**src/rtl/segment_display_arbiter_if.sv**
```systemverilog
// Source/display bundle for segment_display_arbiter.
// Alert signals exist only when SEG_ARB_ALERT_EN is defined.
interface segment_display_arbiter_if #(
  parameter int unsigned SRC_W = 2
);
  localparam int unsigned NUM_SRC = 2**SRC_W;

  logic [NUM_SRC-1:0]    src_valid;
  logic [NUM_SRC*12-1:0] src_data;
  logic [NUM_SRC*3-1:0]  src_dp;
  logic                  freeze;
`ifdef SEG_ARB_ALERT_EN
  logic                  alert_valid;
  logic [11:0]           alert_data;
  logic [2:0]            alert_dp;
`endif
  logic [11:0]           disp_data;
  logic [2:0]            disp_dp;
  logic                  disp_blank;
  logic [SRC_W-1:0]      cur_src;
  logic                  slot_start;

  modport master (
`ifdef SEG_ARB_ALERT_EN
    output alert_valid, alert_data, alert_dp,
`endif
    output src_valid, src_data, src_dp, freeze,
    input  disp_data, disp_dp, disp_blank, cur_src, slot_start
  );

  modport slave (
`ifdef SEG_ARB_ALERT_EN
    input  alert_valid, alert_data, alert_dp,
`endif
    input  src_valid, src_data, src_dp, freeze,
    output disp_data, disp_dp, disp_blank, cur_src, slot_start
  );
endinterface

```
**src/rtl/segment_display_arbiter.sv**
```systemverilog
// Round-robin time-sharing of status sources onto a 3-digit 7-segment display.
// Alert preemption (ALERT state, hold counter) is built when SEG_ARB_ALERT_EN is defined.
module segment_display_arbiter #(
  parameter int unsigned SRC_W      = 2,
  parameter logic [23:0] DWELL      = 24'd5_000_000
`ifdef SEG_ARB_ALERT_EN
  ,
  parameter logic [23:0] ALERT_HOLD = 24'd10_000_000
`endif
) (
  input logic                      clk,
  input logic                      rst,
  segment_display_arbiter_if.slave bus
);
  localparam int unsigned NUM_SRC = 2**SRC_W;

`ifdef SEG_ARB_ALERT_EN
  typedef enum logic [1:0] {ST_IDLE, ST_SHOW, ST_ALERT} state_t;
`else
  typedef enum logic [0:0] {ST_IDLE, ST_SHOW} state_t;
`endif

  state_t           r_state, w_nxt_state;
  logic [SRC_W-1:0] r_cur_src, w_nxt_src;
  logic [23:0]      r_cnt, w_nxt_cnt;
  logic [11:0]      r_disp_data, w_nxt_data;
  logic [2:0]       r_disp_dp, w_nxt_dp;
  logic             r_disp_blank, w_nxt_blank;
  logic             r_slot_start, w_nxt_slot;
  logic             w_pick_ok;
  logic [SRC_W-1:0] w_pick_idx;
  logic [11:0]      w_src_data [NUM_SRC];
  logic [2:0]       w_src_dp   [NUM_SRC];
`ifdef SEG_ARB_ALERT_EN
  logic [23:0]      r_hold, w_nxt_hold;
`endif

  for (genvar g = 0; g < NUM_SRC; g++) begin : g_unpack
    assign w_src_data[g] = bus.src_data[12*g +: 12];
    assign w_src_dp[g]   = bus.src_dp[3*g +: 3];
  end

  // Search order cur+1 .. cur (wrapping); cur itself is the last candidate.
  always_comb begin
    w_pick_ok  = 1'b0;
    w_pick_idx = r_cur_src;
    for (int unsigned k = 1; k <= NUM_SRC; k++) begin
      if (!w_pick_ok && bus.src_valid[r_cur_src + SRC_W'(k)]) begin
        w_pick_ok  = 1'b1;
        w_pick_idx = r_cur_src + SRC_W'(k);
      end
    end
  end

  always_comb begin
    w_nxt_state = r_state;
    w_nxt_src   = r_cur_src;
    w_nxt_cnt   = r_cnt;
    w_nxt_slot  = 1'b0;
`ifdef SEG_ARB_ALERT_EN
    w_nxt_hold  = r_hold;
`endif
    case (r_state)
      ST_IDLE: begin
        if (w_pick_ok) begin
          w_nxt_state = ST_SHOW;
          w_nxt_src   = w_pick_idx;
          w_nxt_cnt   = '0;
          w_nxt_slot  = 1'b1;
        end
      end
      ST_SHOW: begin
        if (!bus.src_valid[r_cur_src]) begin
          w_nxt_cnt = '0;
          if (w_pick_ok) begin
            w_nxt_src  = w_pick_idx;
            w_nxt_slot = 1'b1;
          end else begin
            w_nxt_state = ST_IDLE;
          end
        end else if (!bus.freeze) begin
          if (r_cnt == DWELL - 24'd1) begin
            w_nxt_src  = w_pick_idx;
            w_nxt_cnt  = '0;
            w_nxt_slot = 1'b1;
          end else begin
            w_nxt_cnt = r_cnt + 24'd1;
          end
        end
      end
`ifdef SEG_ARB_ALERT_EN
      ST_ALERT: begin
        if (!bus.alert_valid && (r_hold >= ALERT_HOLD - 24'd1)) begin
          w_nxt_cnt = '0;
          if (bus.src_valid[r_cur_src]) begin
            w_nxt_state = ST_SHOW;
            w_nxt_slot  = 1'b1;
          end else if (w_pick_ok) begin
            w_nxt_state = ST_SHOW;
            w_nxt_src   = w_pick_idx;
            w_nxt_slot  = 1'b1;
          end else begin
            w_nxt_state = ST_IDLE;
          end
        end else if (r_hold < ALERT_HOLD - 24'd1) begin
          w_nxt_hold = r_hold + 24'd1;
        end
      end
`endif
      default: w_nxt_state = ST_IDLE;
    endcase

`ifdef SEG_ARB_ALERT_EN
    // Alert entry overrides every SHOW/IDLE decision above, including expiry.
    if (bus.alert_valid && (r_state != ST_ALERT)) begin
      w_nxt_state = ST_ALERT;
      w_nxt_src   = r_cur_src;
      w_nxt_cnt   = r_cnt;
      w_nxt_slot  = 1'b0;
      w_nxt_hold  = '0;
    end
`endif

    // Outputs are registered from the next-state view so data tracks sources live.
    w_nxt_data  = '0;
    w_nxt_dp    = '0;
    w_nxt_blank = 1'b1;
    case (w_nxt_state)
      ST_SHOW: begin
        w_nxt_data  = w_src_data[w_nxt_src];
        w_nxt_dp    = w_src_dp[w_nxt_src];
        w_nxt_blank = 1'b0;
      end
`ifdef SEG_ARB_ALERT_EN
      ST_ALERT: begin
        w_nxt_data  = bus.alert_data;
        w_nxt_dp    = bus.alert_dp;
        w_nxt_blank = 1'b0;
      end
`endif
      default: ;
    endcase
  end

  always_ff @(posedge clk or negedge rst) begin
    if (!rst) begin
      r_state      <= ST_IDLE;
      r_cur_src    <= '0;
      r_cnt        <= '0;
      r_disp_data  <= '0;
      r_disp_dp    <= '0;
      r_disp_blank <= 1'b1;
      r_slot_start <= 1'b0;
    end else begin
      r_state      <= w_nxt_state;
      r_cur_src    <= w_nxt_src;
      r_cnt        <= w_nxt_cnt;
      r_disp_data  <= w_nxt_data;
      r_disp_dp    <= w_nxt_dp;
      r_disp_blank <= w_nxt_blank;
      r_slot_start <= w_nxt_slot;
    end
  end

`ifdef SEG_ARB_ALERT_EN
  always_ff @(posedge clk or negedge rst) begin
    if (!rst) begin
      r_hold <= '0;
    end else begin
      r_hold <= w_nxt_hold;
    end
  end
`endif

  assign bus.disp_data  = r_disp_data;
  assign bus.disp_dp    = r_disp_dp;
  assign bus.disp_blank = r_disp_blank;
  assign bus.cur_src    = r_cur_src;
  assign bus.slot_start = r_slot_start;

endmodule

```
**src/flat_wrapper.sv**
```systemverilog
// flat-port wrapper written by rule: the top's interface ports become plain ports
module segment_display_arbiter_flat 
#(
  parameter int unsigned SRC_W      = 2,
  parameter logic [23:0] DWELL      = 24'd5_000_000

)
  (clk, rst, bus_src_valid, bus_src_data, bus_src_dp, bus_freeze, bus_disp_data, bus_disp_dp, bus_disp_blank, bus_cur_src, bus_slot_start);
  segment_display_arbiter_if #(.SRC_W(SRC_W)) bus_i ();
  input logic clk;
  input logic rst;
  input wire logic [$bits(bus_i.src_valid)-1:0] bus_src_valid;
  input wire logic [$bits(bus_i.src_data)-1:0] bus_src_data;
  input wire logic [$bits(bus_i.src_dp)-1:0] bus_src_dp;
  input wire logic [$bits(bus_i.freeze)-1:0] bus_freeze;
  output wire logic [$bits(bus_i.disp_data)-1:0] bus_disp_data;
  output wire logic [$bits(bus_i.disp_dp)-1:0] bus_disp_dp;
  output wire logic [$bits(bus_i.disp_blank)-1:0] bus_disp_blank;
  output wire logic [$bits(bus_i.cur_src)-1:0] bus_cur_src;
  output wire logic [$bits(bus_i.slot_start)-1:0] bus_slot_start;
  assign bus_i.src_valid = bus_src_valid;
  assign bus_i.src_data = bus_src_data;
  assign bus_i.src_dp = bus_src_dp;
  assign bus_i.freeze = bus_freeze;
  assign bus_disp_data = bus_i.disp_data;
  assign bus_disp_dp = bus_i.disp_dp;
  assign bus_disp_blank = bus_i.disp_blank;
  assign bus_cur_src = bus_i.cur_src;
  assign bus_slot_start = bus_i.slot_start;
  segment_display_arbiter #(.SRC_W(SRC_W), .DWELL(DWELL)) u_core (.clk(clk), .rst(rst), .bus(bus_i));
endmodule
```
**config.mk**
```make
export PLATFORM = sky130hd
export DESIGN_NAME = segment_display_arbiter_flat
export DESIGN_NICKNAME = d
export VERILOG_FILES = /design/src/rtl/segment_display_arbiter_if.sv /design/src/rtl/segment_display_arbiter.sv /design/src/flat_wrapper.sv
export SDC_FILE = /design/constraint.sdc
export NUM_CORES = 1
export LEC_CHECK = 0
export ABC_AREA = 1
export CELL_PAD_IN_SITES_DETAIL_PLACEMENT = 0
export CELL_PAD_IN_SITES_GLOBAL_PLACEMENT = 1
export CORE_MARGIN = 2
export CORE_UTILIZATION = 34
export DETAILED_ROUTE_END_ITERATION = 16
export GPL_TIMING_DRIVEN = 0
export PLACE_DENSITY_LB_ADDON = 0.1
export SLEW_MARGIN = 20
export SYNTH_ARGS = -nofsm -noshare
export SYNTH_HDL_FRONTEND = slang
export SYNTH_SLANG_ARGS = --single-unit
```
**constraint.sdc**
```tcl
create_clock -name clk -period 2.85 [get_ports clk]
set_clock_uncertainty 0.15 [all_clocks]
set_input_delay 0.7125 -clock clk [delete_from_list [all_inputs] [get_ports clk]]
set_output_delay 0.7125 -clock clk [all_outputs]
set_load 0.005 [all_outputs]
```
==> results.cfg, run 1 <==
[timing]
hold_viol = 0
worst_slew_pin_slew_ps = 575
max_freq_mhz = 377
whs_ps = 173
setup_viol = 0
rsz0062_at_grt = no
relSlewSlack_pct = 61.6
min_period_over_period_pct = 93.0
drv_slew = 0
setup_ws_ps = 201
fin_crit_ps = 2650

[clocking]
clk_pin_slew_worst_paths_ps = 90
clkSinkCount = 44
cts_setup_buffers = 0
numCtsBuffers = 5
cts_tree = built
clk_path_buf_depth = 2
clkLatencyLatePin_ps = 300
cts_root_buffer = clkbuf_8
h-tree-depth = 2

[route]
vias_per_cell = 4.81
drt-initial-drc-count = 87
vias = 3171
drc_errors = 0
drt_first_pass_iters = 4
drtAntennaViolNets = 0
routed_wirelength_um = 9120
wl_per_cell_um = 13.8

[global_route]
grt_pass1_wl_um = 15000
antenna_found_initial = 0
grt_max_degree = 29
grt_overflow = 0
grt.total_usage_pct = 18.8
grt_pass1_vias = 3193

[placement]
placed_area_um2 = 4080
dp_cells = 651
io_buffer_count = 85
hpwlAfterDp_um = 7210
post-place-ws_ps = -220
gp_congestion = 0.896

[worst_setup_path]
cpMostUsedCell = nand2_1
slowest_delay_ps = 480
cp-start-kind = input pin
worst-path-stages = 12
critPathBufInv = 2
cp_top_family = simple AND/OR/NAND/NOR gates
crit_slowest_cell = clkdlybuf4s50_1
crit_type = input pin to flop
path_cells = clkdlybuf4s50_1, nand2_1, nand3_2, nand2_2, nor2_4, o21ai_0, nand3_1, nand2_1, buf_2, nand2_1, nand3_1, a21oi_1
cp_data_arrival_time_ps = 2710
cp.required_ps = 2910
reg2regPathDepth = 13
critPathMaxFanout = 10
endpoint_kind = flop

[finish]
num-nets-final = 618
diodes = 0
fin_cells = 659
drive_above_1_share_pct = 7.62
fin_area_um2 = 4200
area_growth_pct = 36.3
num-fill-cells = 912

[run_status]
status = finished clean

[synth]
syn_inst = 457
yosysWarnings = 0
synth_seq_cells = 44
async_reset_ff_share_pct = 100
synth_seq_area_share_pct = 35.8
yosys.cell_types.count = 37
yosys_most_used_dff = dfrtp_1
syn_nets = 525
syn_area_um2 = 3080
synth.avg_cell_area_um2 = 6.74
synth_edf_count = 0

[floorplan]
die_area_um2 = 9840
die_w_um = 99.2
core_area_um2 = 8760
die_height_um = 99.2
initial_core_util_pct = 35.2
fp-row-count = 34
pin_count = 86

[power_and_ir_drop]
vdd_ir_drop_max_mv = 0.417
p_total_w = 0.00408
p_leak_nw = 2.03
power_density_nw_per_um2 = 973

[flow_run]
cap_violations = 0

[hold_path]
hold_class = input pin to async pin
area by class of cell:
class | count | area, um^2 | area share [%]
clock inverters | 2 | 35.0 | 0.834
multi-input cells | 313 | 1580 | 37.6
inverters | 85 | 319 | 7.60
flip-flops and latches | 44 | 1100 | 26.3
plain buffers | 15 | 90.1 | 2.15
clock buffers | 6 | 72.6 | 1.73
well taps | 108 | 135 | 3.22
repair buffers | 86 | 866 | 20.6
what timing repair did:
action / CTS / global route
setup endpoints to repair: 0 / 13
hold buffers: 0 / 0
gates resized for setup: 0 / 9
layer usage:
metal	GRT usage, %	vias to the layer above	wire (um)
met4	5.69	0	121
met1	22.9	1438	4030
met3	3.79	8	505
met2	33.3	82	4460
met5	0	-	0
li1	-	1643	-
registers in the layout (all words and copies together), names as in the netlist:
name / flops
u_core.r_cnt: 24
u_core.bus.disp_data: 12
u_core.bus.disp_dp: 3
u_core.bus.cur_src: 2
u_core.bus.disp_blank: 1
u_core.bus.slot_start: 1
u_core.r_state: 1
cells by family (layout without fill, tap and decap cells):
logic type | Yosys count | after routing | share of synthesized area, %
adder cells (fa/ha/maj) | 1 | 1 | 0.406
AO/OA/AOI/OAI | 45 | 45 | 8.33
AND/OR/NAND/NOR | 259 | 259 | 40.3
XOR/XNOR | 8 | 8 | 2.27
buffers and inverters | 100 | 194 | 13.0
flip-flops | 44 | 44 | 35.8
placed cells by master (no fill, tap or decap), types with 2 or more instances in the layout:
master	n
a21oi_1	24
buf_2	6
buf_4	2
clkbuf_1	2
clkbuf_2	4
clkbuf_4	2
clkbuf_8	5
clkdlybuf4s50_1	84
dfrtp_1	43
inv_1	81
inv_2	3
nand2_1	108
nand2_2	5
nand3_1	63
nand3_2	2
nand3b_1	16
nand4_1	9
nor2_1	30
nor3_1	15
nor4_1	5
o21ai_0	5
o21ai_1	9
xor2_1	8
power by group:
| part | total [W] | switching, W | internal, W |
|---|---|---|---|
| combinational | 0.00269 | 0.00161 | 0.00109 |
| sequential | 0.000909 | 0.0000965 | 0.000812 |
| clock | 0.000482 | 0.000222 | 0.000261 |
through the flow:
| stage | setup TNS [ps] | utilization, % |
|---|---|---|
| after floorplan | 0 | - |
| after global placement | -23320 | 46.4 |
| after detailed placement | -2800 | 46.6 |
| after CTS | 0 | 47.8 |
| after global routing | 0 | 47.9 |
| final | 0 | 47.9 |
cells in the mapped netlist (2+ instances only):
cell	number	share of area (%)
a21oi_1	24	3.9
nand4_1	9	1.8
nor2_1	30	3.7
nor4_1	5	1.0
nand3_1	63	10
o21ai_1	9	1.5
inv_1	81	9.9
o21ai_0	5	0.81
nor3_1	15	2.4
clkbuf_1	4	0.49
dfrtp_1	43	35
buf_2	7	1.1
xor2_1	8	2.3
nand3b_1	16	3.9
nand3_2	2	0.65
inv_2	3	0.37
buf_4	2	0.49
nand2_2	5	1.0
nand2_1	108	13
worst paths after layout:
path | from | to | slack, ps
hold / removal | rst | u_core.r_cnt[4] | 170
setup reg to reg | u_core.r_cnt[1] | u_core.bus.disp_data[5] | 250
setup / recovery | bus_src_valid[3] | u_core.bus.disp_data[3] | 200
min in group clk | u_core.r_cnt[4] | u_core.r_cnt[4] | 400
hold reg to reg | u_core.r_cnt[4] | u_core.r_cnt[4] | 400
max in group asynchronous | rst | u_core.bus.disp_blank | 1810
(Power assumes the default switching activity.)
==> inputs of run 2 (changes only) <==
Settings changed: CORE_UTILIZATION 34 to 36.
Clock period 2.85 ns to 3.3 ns, I/O delays scaled along.
==> results.cfg, run 2 (synthesis gave the netlist of run 1 again) <==
[run_status]
status = finished clean

[clocking]
cts_setup_buffers = 0
h-tree-depth = 2
cts_resized = 0
numCtsBuffers = 5
clkSinkCount = 44
clk_pin_slew_worst_paths_ps = 100
clkLatencyLatePin_ps = 310
clk_path_buf_depth = 2
hold_buffers = 0
cts_tree = built
cts_root_buffer = clkbuf_8

[timing]
max_freq_mhz = 344
min_period_over_period_pct = 88.1
relSlewSlack_pct = 63.9
whs_ps = 286
worst_slew_pin_slew_ps = 538
fin_crit_ps = 2910
rsz0062_at_grt = no
hold_viol = 0
finalSetupTns_ps = 0
drv_slew = 0
setup_viol = 0

[finish]
drive_above_1_share_pct = 7.08
num-fill-cells = 830
final_cell_mix = nand2_1, clkdlybuf4s50_1, inv_1
final_common_cell = nand2_1
fin_cells = 656
num-nets-final = 618
fin_area_um2 = 4200
largest_reg_flops = 24
top_register = u_core.r_cnt
fin_util_pct = 50.8
area_growth_pct = 36.3
diodes = 0

[worst_setup_path]
crit_type = input pin to flop
crit_start = bus_src_valid[3]
cp.required_ps = 3320
cp_data_arrival_time_ps = 2920
critPathMaxFanout = 10
endpoint_kind = flop
cp-start-kind = input pin
rr_startpoint = u_core.r_cnt[0]

[power_and_ir_drop]
p_int_w = 0.00187
swShare_pct = 47.6
comb_power_share_pct = 65.2
power_density_nw_per_um2 = 849
vdd_ir_drop_max_mv = 0.358
p_clk_share_pct = 12.9
pwr-share-seq_pct = 21.9
p_switching_w = 0.00170
p_leak_nw = 2.02

[floorplan]
die_w_um = 96.5
core_area_um2 = 8260
pin_count = 86
initial_core_util_pct = 37.3
die_height_um = 96.5
fp-row-count = 33
die_area_um2 = 9310

[flow_run]
cap_violations = 0

[global_route]
grt_max_degree = 29
grt.total_usage_pct = 20.4
antenna_found_initial = 0
grt_pass1_vias = 3098
grt_pass1_wl_um = 14700
grt_overflow = 0

[placement]
dp_cells = 648
hpwlAfterDp_um = 7280
io_buffer_count = 85
gp_congestion = 0.889
placed_area_um2 = 4080

[route]
vias = 3234
drc_errors = 0
routed_wirelength_um = 9290
vias_per_cell = 4.93
drtAntennaViolNets = 0
drt-initial-drc-count = 106
wl_per_cell_um = 14.2
drt_first_pass_iters = 4

[hold_path]
hold_class = input pin to async pin
[run 2: cell types whose count changed in the layout (fill, tap and decap cells not counted)]
cell and change:
clkbuf_1 +2, clkbuf_4 -2, clkinv_4 +1, buf_1 +1
buf_2 +2, clkbuf_2 -4, clkbuf_8 +1, clkinv_2 -1
[run 2: metal layers]
metal / routed length, um / vias to the layer above / part of all wire (%) / GRT usage (%)
met5: 0 / - / 0 / 0
met1: 4050 / 1492 / 44 / 24.7
li1: - / 1642 / - / -
met2: 4570 / 92 / 49 / 36.1
met4: 119 / 0 / 1.3 / 5.16
met3: 546 / 8 / 5.9 / 5.20
[run 2: cell type report]
cell class,count,area [um^2],area share [%]
multi-input cells,313,1580,37.6
repair buffers,86,866,20.6
clock buffers,6,82.6,1.97
flip-flops and latches,44,1100,26.3
clock inverters,2,38.8,0.924
plain buffers,15,80.1,1.91
well taps,105,131,3.13
inverters,85,319,7.60
[run 2: per-stage QoR]
step,setup WS [ps],total power (W)
floorplan,1020,0.00231
global placement,-44.6,0.00309
detailed placement,57.3,0.00310
CTS,384,0.00358
global route,219,0.00386
finish,392,0.00357
[run 2: worst max-delay path, stage by stage]
cell,delay (ps)
clkdlybuf4s50_1,480
nand2_1,100
nand3_2,110
nand2_2,130
nor2_4,170
o21ai_0,180
nand3_1,180
clkbuf_1,430
nand3_1,130
nand3_1,110
a21oi_1,80
[run 2: path summary, 6_finish.rpt]
| check | endpoint | slack, ps | cells after the start |
|---|---|---|---|
| setup / recovery | u_core.bus.disp_data[10] | 390 | 11 |
| hold / removal | u_core.r_cnt[13] | 290 | 1 |
| setup reg to reg | u_core.bus.disp_data[1] | 690 | 12 |
| hold reg to reg | u_core.r_cnt[4] | 420 | 1 |
| max in group asynchronous | u_core.bus.disp_blank | 2130 | 2 |
| min in group clk | u_core.r_cnt[4] | 420 | 1 |
[run 2: power by group through the flow]
stage	Combinational [W]	Sequential, W	Clock [W]
after detailed placement	0.00232	0.000788	0
final	0.00232	0.000780	0.000461
after global placement	0.00230	0.000788	0
after global routing	0.00257	0.000798	0.000492
after CTS	0.00233	0.000782	0.000468
after floorplan	0.00152	0.000790	0
==> inputs of run 3 (changes only) <==
--- a/config.mk
+++ b/config.mk
@@ -7,4 +7,5 @@
 export LEC_CHECK = 0
 export ABC_AREA = 1
+export CAP_MARGIN = 0
 export CELL_PAD_IN_SITES_DETAIL_PLACEMENT = 0
 export CELL_PAD_IN_SITES_GLOBAL_PLACEMENT = 1
==> constraint.sdc (replaced) <==
create_clock -name clk -period 3.3 [get_ports clk]
set_clock_uncertainty 0.15 [all_clocks]
set_input_delay 0.825 -clock clk [delete_from_list [all_inputs] [get_ports clk]]
set_output_delay 0.825 -clock clk [all_outputs]
set_load 0.01 [all_outputs]
==> results of run 3 <==
The final DEF is identical to that of run 2. Status: finished clean.
Among the figures that moved: total power 0.00357 W -> 0.00361 W; worst IR drop on VDD 0.358 mV -> 0.362 mV
